File: config.mk
export PLATFORM = sky130hd
export DESIGN_NAME = alu_seq
export DESIGN_NICKNAME = d
export VERILOG_FILES = /design/src/rtl/alu_seq.sv
export SDC_FILE = /design/constraint.sdc
export NUM_CORES = 1
export LEC_CHECK = 0
export ABC_CLOCK_PERIOD_IN_PS = 3200
export BUFFER_PORTS_ARGS = -buffer_cell sky130_fd_sc_hd__buf_4
export CAP_MARGIN = 30
export CORE_AREA = 2 2 101 103
export CTS_CLUSTER_SIZE = 20
export DETAILED_ROUTE_END_ITERATION = 10
export DIE_AREA = 0 0 103 105
export PLACE_DENSITY = 0.7
export SKIP_CTS_REPAIR_TIMING = 1
export SYNTH_ARGS = -nofsm -noshare
export SYNTH_HDL_FRONTEND = slang
export SYNTH_SLANG_ARGS = --single-unit
File: constraint.sdc
create_clock -name clk -period 3.2 [get_ports clk]
set_clock_uncertainty 0.05 [all_clocks]
set_input_delay 0.32 -clock clk [delete_from_list [all_inputs] [get_ports clk]]
set_output_delay 0.32 -clock clk [all_outputs]
set_load 0.02 [all_outputs]
File: src/rtl/alu_seq.sv
// alu_seq: handshaked, registered ALU with status flags and an optional iterative restoring divider.
// Define ALU_SEQ_DIV_EN to build the divider; without it opcodes 0011/0100 complete at once as illegal.
module alu_seq #(
   parameter int WIDTH = 8
) (
   input  logic             clk,
   input  logic             rst_n,
   input  logic             in_valid,
   output logic             in_ready,
   input  logic [WIDTH-1:0] a,
   input  logic [WIDTH-1:0] b,
   input  logic [3:0]       op,
   output logic             out_valid,
   input  logic             out_ready,
   output logic [WIDTH-1:0] result,
   output logic             flag_zero,
   output logic             flag_carry,
   output logic             flag_dz,
   output logic             flag_illegal
);

`ifdef ALU_SEQ_DIV_EN
   typedef enum logic [1:0] {IDLE, BUSY, HOLD} state_t;
`else
   typedef enum logic [0:0] {IDLE, HOLD} state_t;
`endif

   state_t               state, state_n;
   logic                 accept;
   logic                 ld_single;
   logic [WIDTH-1:0]     res_c;
   logic                 carry_c, dz_c, ill_c;
   logic [2*WIDTH-1:0]   prod;

   assign accept = in_ready && in_valid;
   assign prod   = {{WIDTH{1'b0}}, a} * {{WIDTH{1'b0}}, b};

`ifdef ALU_SEQ_DIV_EN
   localparam int CW = $clog2(WIDTH + 1);

   logic                 div_start;
   logic [CW-1:0]        cnt;
   logic [WIDTH-1:0]     quo, rem, dvs, quo_n, rem_n, fin;
   logic [WIDTH:0]       trial;
   logic                 is_mod;

   assign ld_single = accept && !div_start;
`else
   assign ld_single = accept;
`endif

   always_comb begin
      res_c   = '0;
      carry_c = 1'b0;
      dz_c    = 1'b0;
      ill_c   = 1'b0;
`ifdef ALU_SEQ_DIV_EN
      div_start = 1'b0;
`endif
      case (op)
         4'b0000: {carry_c, res_c} = {1'b0, a} + {1'b0, b};
         4'b0001: begin res_c = a - b; carry_c = (a < b); end
         4'b0010: begin res_c = prod[WIDTH-1:0]; carry_c = |prod[2*WIDTH-1:WIDTH]; end
         4'b0011, 4'b0100: begin
`ifdef ALU_SEQ_DIV_EN
            // Division by zero is resolved immediately; only real divides enter the iterator.
            if (b == '0) begin
               dz_c  = 1'b1;
               res_c = (op == 4'b0011) ? '1 : a;
            end else begin
               div_start = 1'b1;
            end
`else
            ill_c = 1'b1;
`endif
         end
         4'b0101: res_c = a & b;
         4'b0110: res_c = a | b;
         4'b0111: res_c[0] = (a != '0) && (b != '0);
         4'b1000: res_c[0] = (a != '0) || (b != '0);
         4'b1001: res_c = a ^ b;
         4'b1010: res_c = ~a;
         4'b1011: res_c[0] = (a == '0);
         4'b1100: begin res_c = a >> 1; carry_c = a[0]; end
         4'b1101: begin res_c = a << 1; carry_c = a[WIDTH-1]; end
         4'b1110: {carry_c, res_c} = {1'b0, a} + (WIDTH+1)'(1);
         4'b1111: begin res_c = a - WIDTH'(1); carry_c = (a == '0); end
         default: ;
      endcase
   end

   always_ff @(posedge clk or negedge rst_n) begin
      if (!rst_n) state <= IDLE;
      else        state <= state_n;
   end

   always_comb begin
      state_n   = state;
      in_ready  = 1'b0;
      out_valid = 1'b0;
      case (state)
         IDLE: begin
            in_ready = 1'b1;
            if (in_valid) begin
`ifdef ALU_SEQ_DIV_EN
               state_n = div_start ? BUSY : HOLD;
`else
               state_n = HOLD;
`endif
            end
         end
`ifdef ALU_SEQ_DIV_EN
         BUSY: if (cnt == CW'(1)) state_n = HOLD;
`endif
         HOLD: begin
            out_valid = 1'b1;
            if (out_ready) state_n = IDLE;
         end
         default: state_n = IDLE;
      endcase
   end

`ifdef ALU_SEQ_DIV_EN
   // Restoring step: shift the next dividend bit into the partial remainder, subtract if it fits.
   always_comb begin
      trial = {rem, quo[WIDTH-1]} - {1'b0, dvs};
      if (trial[WIDTH]) begin
         rem_n = {rem[WIDTH-2:0], quo[WIDTH-1]};
         quo_n = {quo[WIDTH-2:0], 1'b0};
      end else begin
         rem_n = trial[WIDTH-1:0];
         quo_n = {quo[WIDTH-2:0], 1'b1};
      end
   end

   assign fin = is_mod ? rem_n : quo_n;

   always_ff @(posedge clk or negedge rst_n) begin
      if (!rst_n)                   cnt <= '0;
      else if (accept && div_start) cnt <= CW'(WIDTH);
      else if (state == BUSY)       cnt <= cnt - CW'(1);
   end

   always_ff @(posedge clk) begin
      if (accept && div_start) begin
         quo    <= a;
         rem    <= '0;
         dvs    <= b;
         is_mod <= (op == 4'b0100);
      end else if (state == BUSY) begin
         quo <= quo_n;
         rem <= rem_n;
      end
   end
`endif

   always_ff @(posedge clk or negedge rst_n) begin
      if (!rst_n) begin
         result       <= '0;
         flag_zero    <= 1'b0;
         flag_carry   <= 1'b0;
         flag_dz      <= 1'b0;
         flag_illegal <= 1'b0;
      end else if (ld_single) begin
         result       <= res_c;
         flag_zero    <= (res_c == '0);
         flag_carry   <= carry_c;
         flag_dz      <= dz_c;
         flag_illegal <= ill_c;
`ifdef ALU_SEQ_DIV_EN
      end else if (state == BUSY && cnt == CW'(1)) begin
         result       <= fin;
         flag_zero    <= (fin == '0);
         flag_carry   <= 1'b0;
         flag_dz      <= 1'b0;
         flag_illegal <= 1'b0;
`endif
      end
   end

endmodule

# Word-level counts from Yosys, hierarchy flattened
# Index checks and enable logic that the tools add are counted.
[totals]
ff_bits = 12
in_bits = 24
output_inout_bits = 14
elab_cells = 50
[op_classes]
multipliers = 1
magnitude_cmp = 1
eq_ne = 15
n_addsub = 4
n_bitwise = 5
reduce_logical = 10
n_mux = 9
[ops]
columns = ["cell", "count"]
rows = [
  ["7-bit case mux with 11 select lines", 1],
  ["4-bit == test, second input constant", 8],
  ["4-bit by 3-bit == test with 1-bit output, second input constant", 4],
  ["8-bit zero test", 2],
  ["8-bit by 8-bit multiplier with 16-bit output", 1],
  ["8-bit nonzero test", 2],
  ["1-bit case mux with 13 select lines", 1],
  ["8-bit by 1-bit adder with 9-bit output, second input constant", 1],
  ["8-bit by 8-bit adder with 9-bit output", 1],
  ["8-bit AND", 1],
  ["4-bit by 2-bit == test with 1-bit output, second input constant", 2],
  ["8-bit < comparator", 1],
  ["8-bit NOT", 1],
  ["8-bit bitwise OR", 1],
  ["8-bit OR reduction", 1],
  ["8-bit by 1-bit subtractor with 8-bit output, second input constant", 1],
  ["8-bit subtractor", 1],
  ["8-bit bitwise XOR", 1],
  ["1-bit case mux with 7 select lines", 1],
  ["1-bit 2-to-1 mux", 5],
  ["4-bit by 1-bit == test with 1-bit output, second input constant", 1],
  ["4-bit zero test", 1],
  ["1-bit logical AND", 2],
  ["1-bit case mux with 2 select lines", 1],
  ["other kinds (3)", 3],
]

# Logic depth before layout (Yosys ltp)
[depth]
depth_word = 4
depth_mapped = 19
mapped_depth_nobuf = 18

# Least setup slack after synthesis
# No wires, ideal clock.
[synth_timing]
path_kind = "in2reg"
start = "input a[2]"
end = "register flag_carry"
required_ps = 3020
cell_stages = 15
arrival_ps = 4263
path_slack_ps = -1243
cell_sequence = "buf_1 > nand2_1 > fa_1 > fa_1 > fa_1 > inv_1 > fa_1 > ha_1 > a21o_1 > a211o_1 > a21oi_1 > xor2_1 > a31oi_1 > a211oi_1 > a31oi_1"
[synth_via]
elab_chain_len = 3
[synth_rtl]
columns = ["element", "line_no", "source"]
rows = [
  ["start: declaration", "10", "input logic [WIDTH-1:0] a,"],
  ["8-bit by 8-bit multiplier with 16-bit output", "36", "assign prod = {{WIDTH{1'b0}}, a} * {{WIDTH{1'b0}}, b};"],
  ["8-bit OR reduction", "63", "4'b0010: begin res_c = prod[WIDTH-1:0]; carry_c = |prod[2*WIDTH-1:WIDTH]; end"],
  ["1-bit case mux with 7 select lines (*)", "60", "case (op)"],
  ["end signal: assignment", "167", "flag_carry <= carry_c;"],
  ["end: declaration", "17", "output logic flag_carry,"],
]
# Every way passes the cells marked *; elsewhere a longest branch is shown, timed or not.
# A chain may end at the register's enable or synchronous reset.

# Worst setup path after layout
[layout_timing]
start = "input a[3]"
end = "register flag_carry"
# Same word-level chain as after synthesis.

==> results.cfg <==
[place]
gp_congestion = 1.02
dp_slack_ns = -1.46
dp_hpwl_um = 12700
portBuffers = 36
dp.cells = 808

[synth]
synth_top_area_share_pct = 18.0
ys_warn_count = 0
syn_area_per_cell_um2 = 7.66
synth_area_um2 = 4370
synth_cell_types = 62
async_flop_share_pct = 100
synth_edf_count = 0
synth_area_leader_cell = ha_1
yosys-top-cells-area = ha_1 (18%), fa_1 (17%), dfrtp_1 (6.9%)
ys_ff_latch = 12
ys_seq_area_share_pct = 6.87
syn_inst = 571
synth-main-ff-cell = dfrtp_1
syn_nets = 696

[setup_path]
end_kind = register
rrSetupSlack_ns = 0.90
cpMaxStageDelayCell = fa_1
path_class = primary input to register
slowest_delay_ns = 0.54
arrival_ns = 4.32
worstPathRequired_ns = 3.26
crit_fanout = 3
cp-start-kind = primary input
cp_cell_sequence = buf_8, inv_8, nor2_4, fa_1, inv_2, fa_1, inv_2, fa_1, inv_2, fa_1, inv_2, ha_4, buf_6, o21a_1, or3_1, a211o_1, a211oi_2, a31oi_4

[clocking]
cts-buffers-inserted = 3
clk_latency_ns = 0.25
tritoncts = yes
htree_num_levels = 1
cts_buffer_depth = 2
cts_root_buf = clkbuf_8
path_clk_slew_ns = 0.06
cts_num_sinks = 12

[global_routing]
grt_pass1_wl_um = 23900
overflow = 0
grt_pass1_vias = 4535
met3_usage_pct = 4.55
grt_start_max_net_pins = 36
top_usage_layer = met2
use_met2_pct = 44.0
antenna_found_initial = 0
grt_usage_pct = 28.5
met1_usage_pct = 42.4

[power_and_ir_drop]
p_int_mw = 1.39
combPwrFrac_pct = 86.7
p_seq_share_pct = 7.7
pwr-share-clk_pct = 5.5
swShare_pct = 47.1
power_leakage_nw = 2.89
p_sw_mw = 1.24
vdd_drop_max_mv = 0.393
power_density_nw_per_um2 = 426

[sta]
fin_ws_ns = -1.06
setup_viol = 6
worstMarginPinSlew_ns = 0.771
grt_setup_unrepaired = true
hold_viol_final = 0
fin_setup_tns_ns = -4.72
slew_headroom_pct = 48.5
whs_ns = 0.219
slew_viol_final = 0
timing.fmax_mhz = 235
period_needed_ns = 4.26
finalCritPeriodShare_pct = 133

[drt]
drt_iter0_drc = 349
wl_per_cell_um = 19.0
route.detailed.drc = 0
drt_pass1_iterations = 5
ant_nets = 0
vias_per_cell = 5.68
wirelength_um = 15700
vias = 4689

[die]
start_util_pct = 45.4
ios = 38
die_y_um = 105
die-area_um2 = 10800
rows = 36
core_area_um2 = 9640
die_w_um = 103

[hold_path]
hp-class = primary input to register

[outcome]
violations = negative setup slack
status = finished, violations left

[layout]
final_cell_mix = buf_4 (125), nor2_1 (57), inv_1 (55)
area_growth_pct = 40.8
final_cells = 825
final_common_cell = buf_4
layout-drive-gt1-share_pct = 35.7
nets = 819
diodes = 0

[run]
maxCapViolCount = 0
## power groups by stage
| stage | clock network (mW) | logic (mW) | registers [mW] |
|---|---|---|---|
| finish | 0.145 | 2.28 | 0.202 |
| detailed placement | 0 | 1.92 | 0.205 |
| CTS | 0.146 | 1.94 | 0.202 |
| floorplan | 0 | 1.22 | 0.243 |
| global route | 0.154 | 2.47 | 0.206 |
| global placement | 0 | 1.86 | 0.202 |
## metal layers
| metal | vias up | part of all wire (%) | wire [um] |
|---|---|---|---|
| met4 | 0 | 1.9 | 295 |
| met5 | - | 0 | 0 |
| met3 | 21 | 7.8 | 1220 |
| li1 | 2210 | - | - |
| met1 | 2263 | 44 | 6890 |
| met2 | 195 | 46 | 7260 |
## stage by stage
step / instance area [um^2] / total power, mW / util (%)
floorplan: 4670 / 1.46 / -
global placement: 5620 / 2.06 / 58.3
detailed placement: 5620 / 2.13 / 58.3
CTS: 5660 / 2.29 / 58.7
global route: 6160 / 2.83 / 63.9
finish: 6160 / 2.62 / 63.9
## cell type report
type                    count  area, um^2
multi-input cells         450        4050
fillers                   869        3480
repair buffers            148        1240
inverters                  79         355
flip-flops and latches     12         300
well taps                 133         166
clock buffers               3        41.3
## critical path, delay by kind of cell
kind                     cells  cell delay (ns)
buffers and inverters        7             0.46
AO/OA/AOI/OAI                4             0.81
AND/OR/NAND/NOR              2             0.39
adder cells (fa/ha/maj)      5             2.32
## synth_stat cells (5+ instances only)
master,count
inv_1,75
nor2_1,70
ha_1,63
nand2_1,55
fa_1,38
a21oi_1,23
o21ai_0,21
dfrtp_1,12
a22oi_1,11
buf_2,11
clkbuf_1,11
nand3_1,10
xnor2_1,9
xor2_1,9
a211oi_1,8
nor2b_1,8
nor3_1,8
mux2i_1,7
nor4_1,7
a21o_1,6
a31oi_1,6
buf_4,6
a32oi_1,5
and3_1,5
nand2b_1,5
## logic make-up (layout without fill, tap and decap cells)
family	Yosys count	after routing	share of synthesized area, %
compound gates	124	124	19.6
xor+xnor	18	18	3.61
fa+ha+maj	101	101	35.4
buf+inv	109	230	10.4
flops	12	12	6.87
mux	11	11	2.63
other cells	1	1	0.0858
simple gates	195	195	21.4
## path summary, 6_finish.rpt
path                       startpoint    endpoint  cells past startpoint
max                              a[3]  flag_carry                     18
max reg2reg                     state  flag_carry                      7
max in group asynchronous       rst_n   result[4]                      2
min in group asynchronous       rst_n   result[6]                      2
min reg2reg                 result[1]   result[1]                      2
min                         out_ready       state                      2
## flip-flops by register name (all words and copies together), names as in the netlist
register,flops
flag_carry,1
flag_illegal,1
state,1
flag_zero,1
result,8
(Power assumes the default switching activity.)
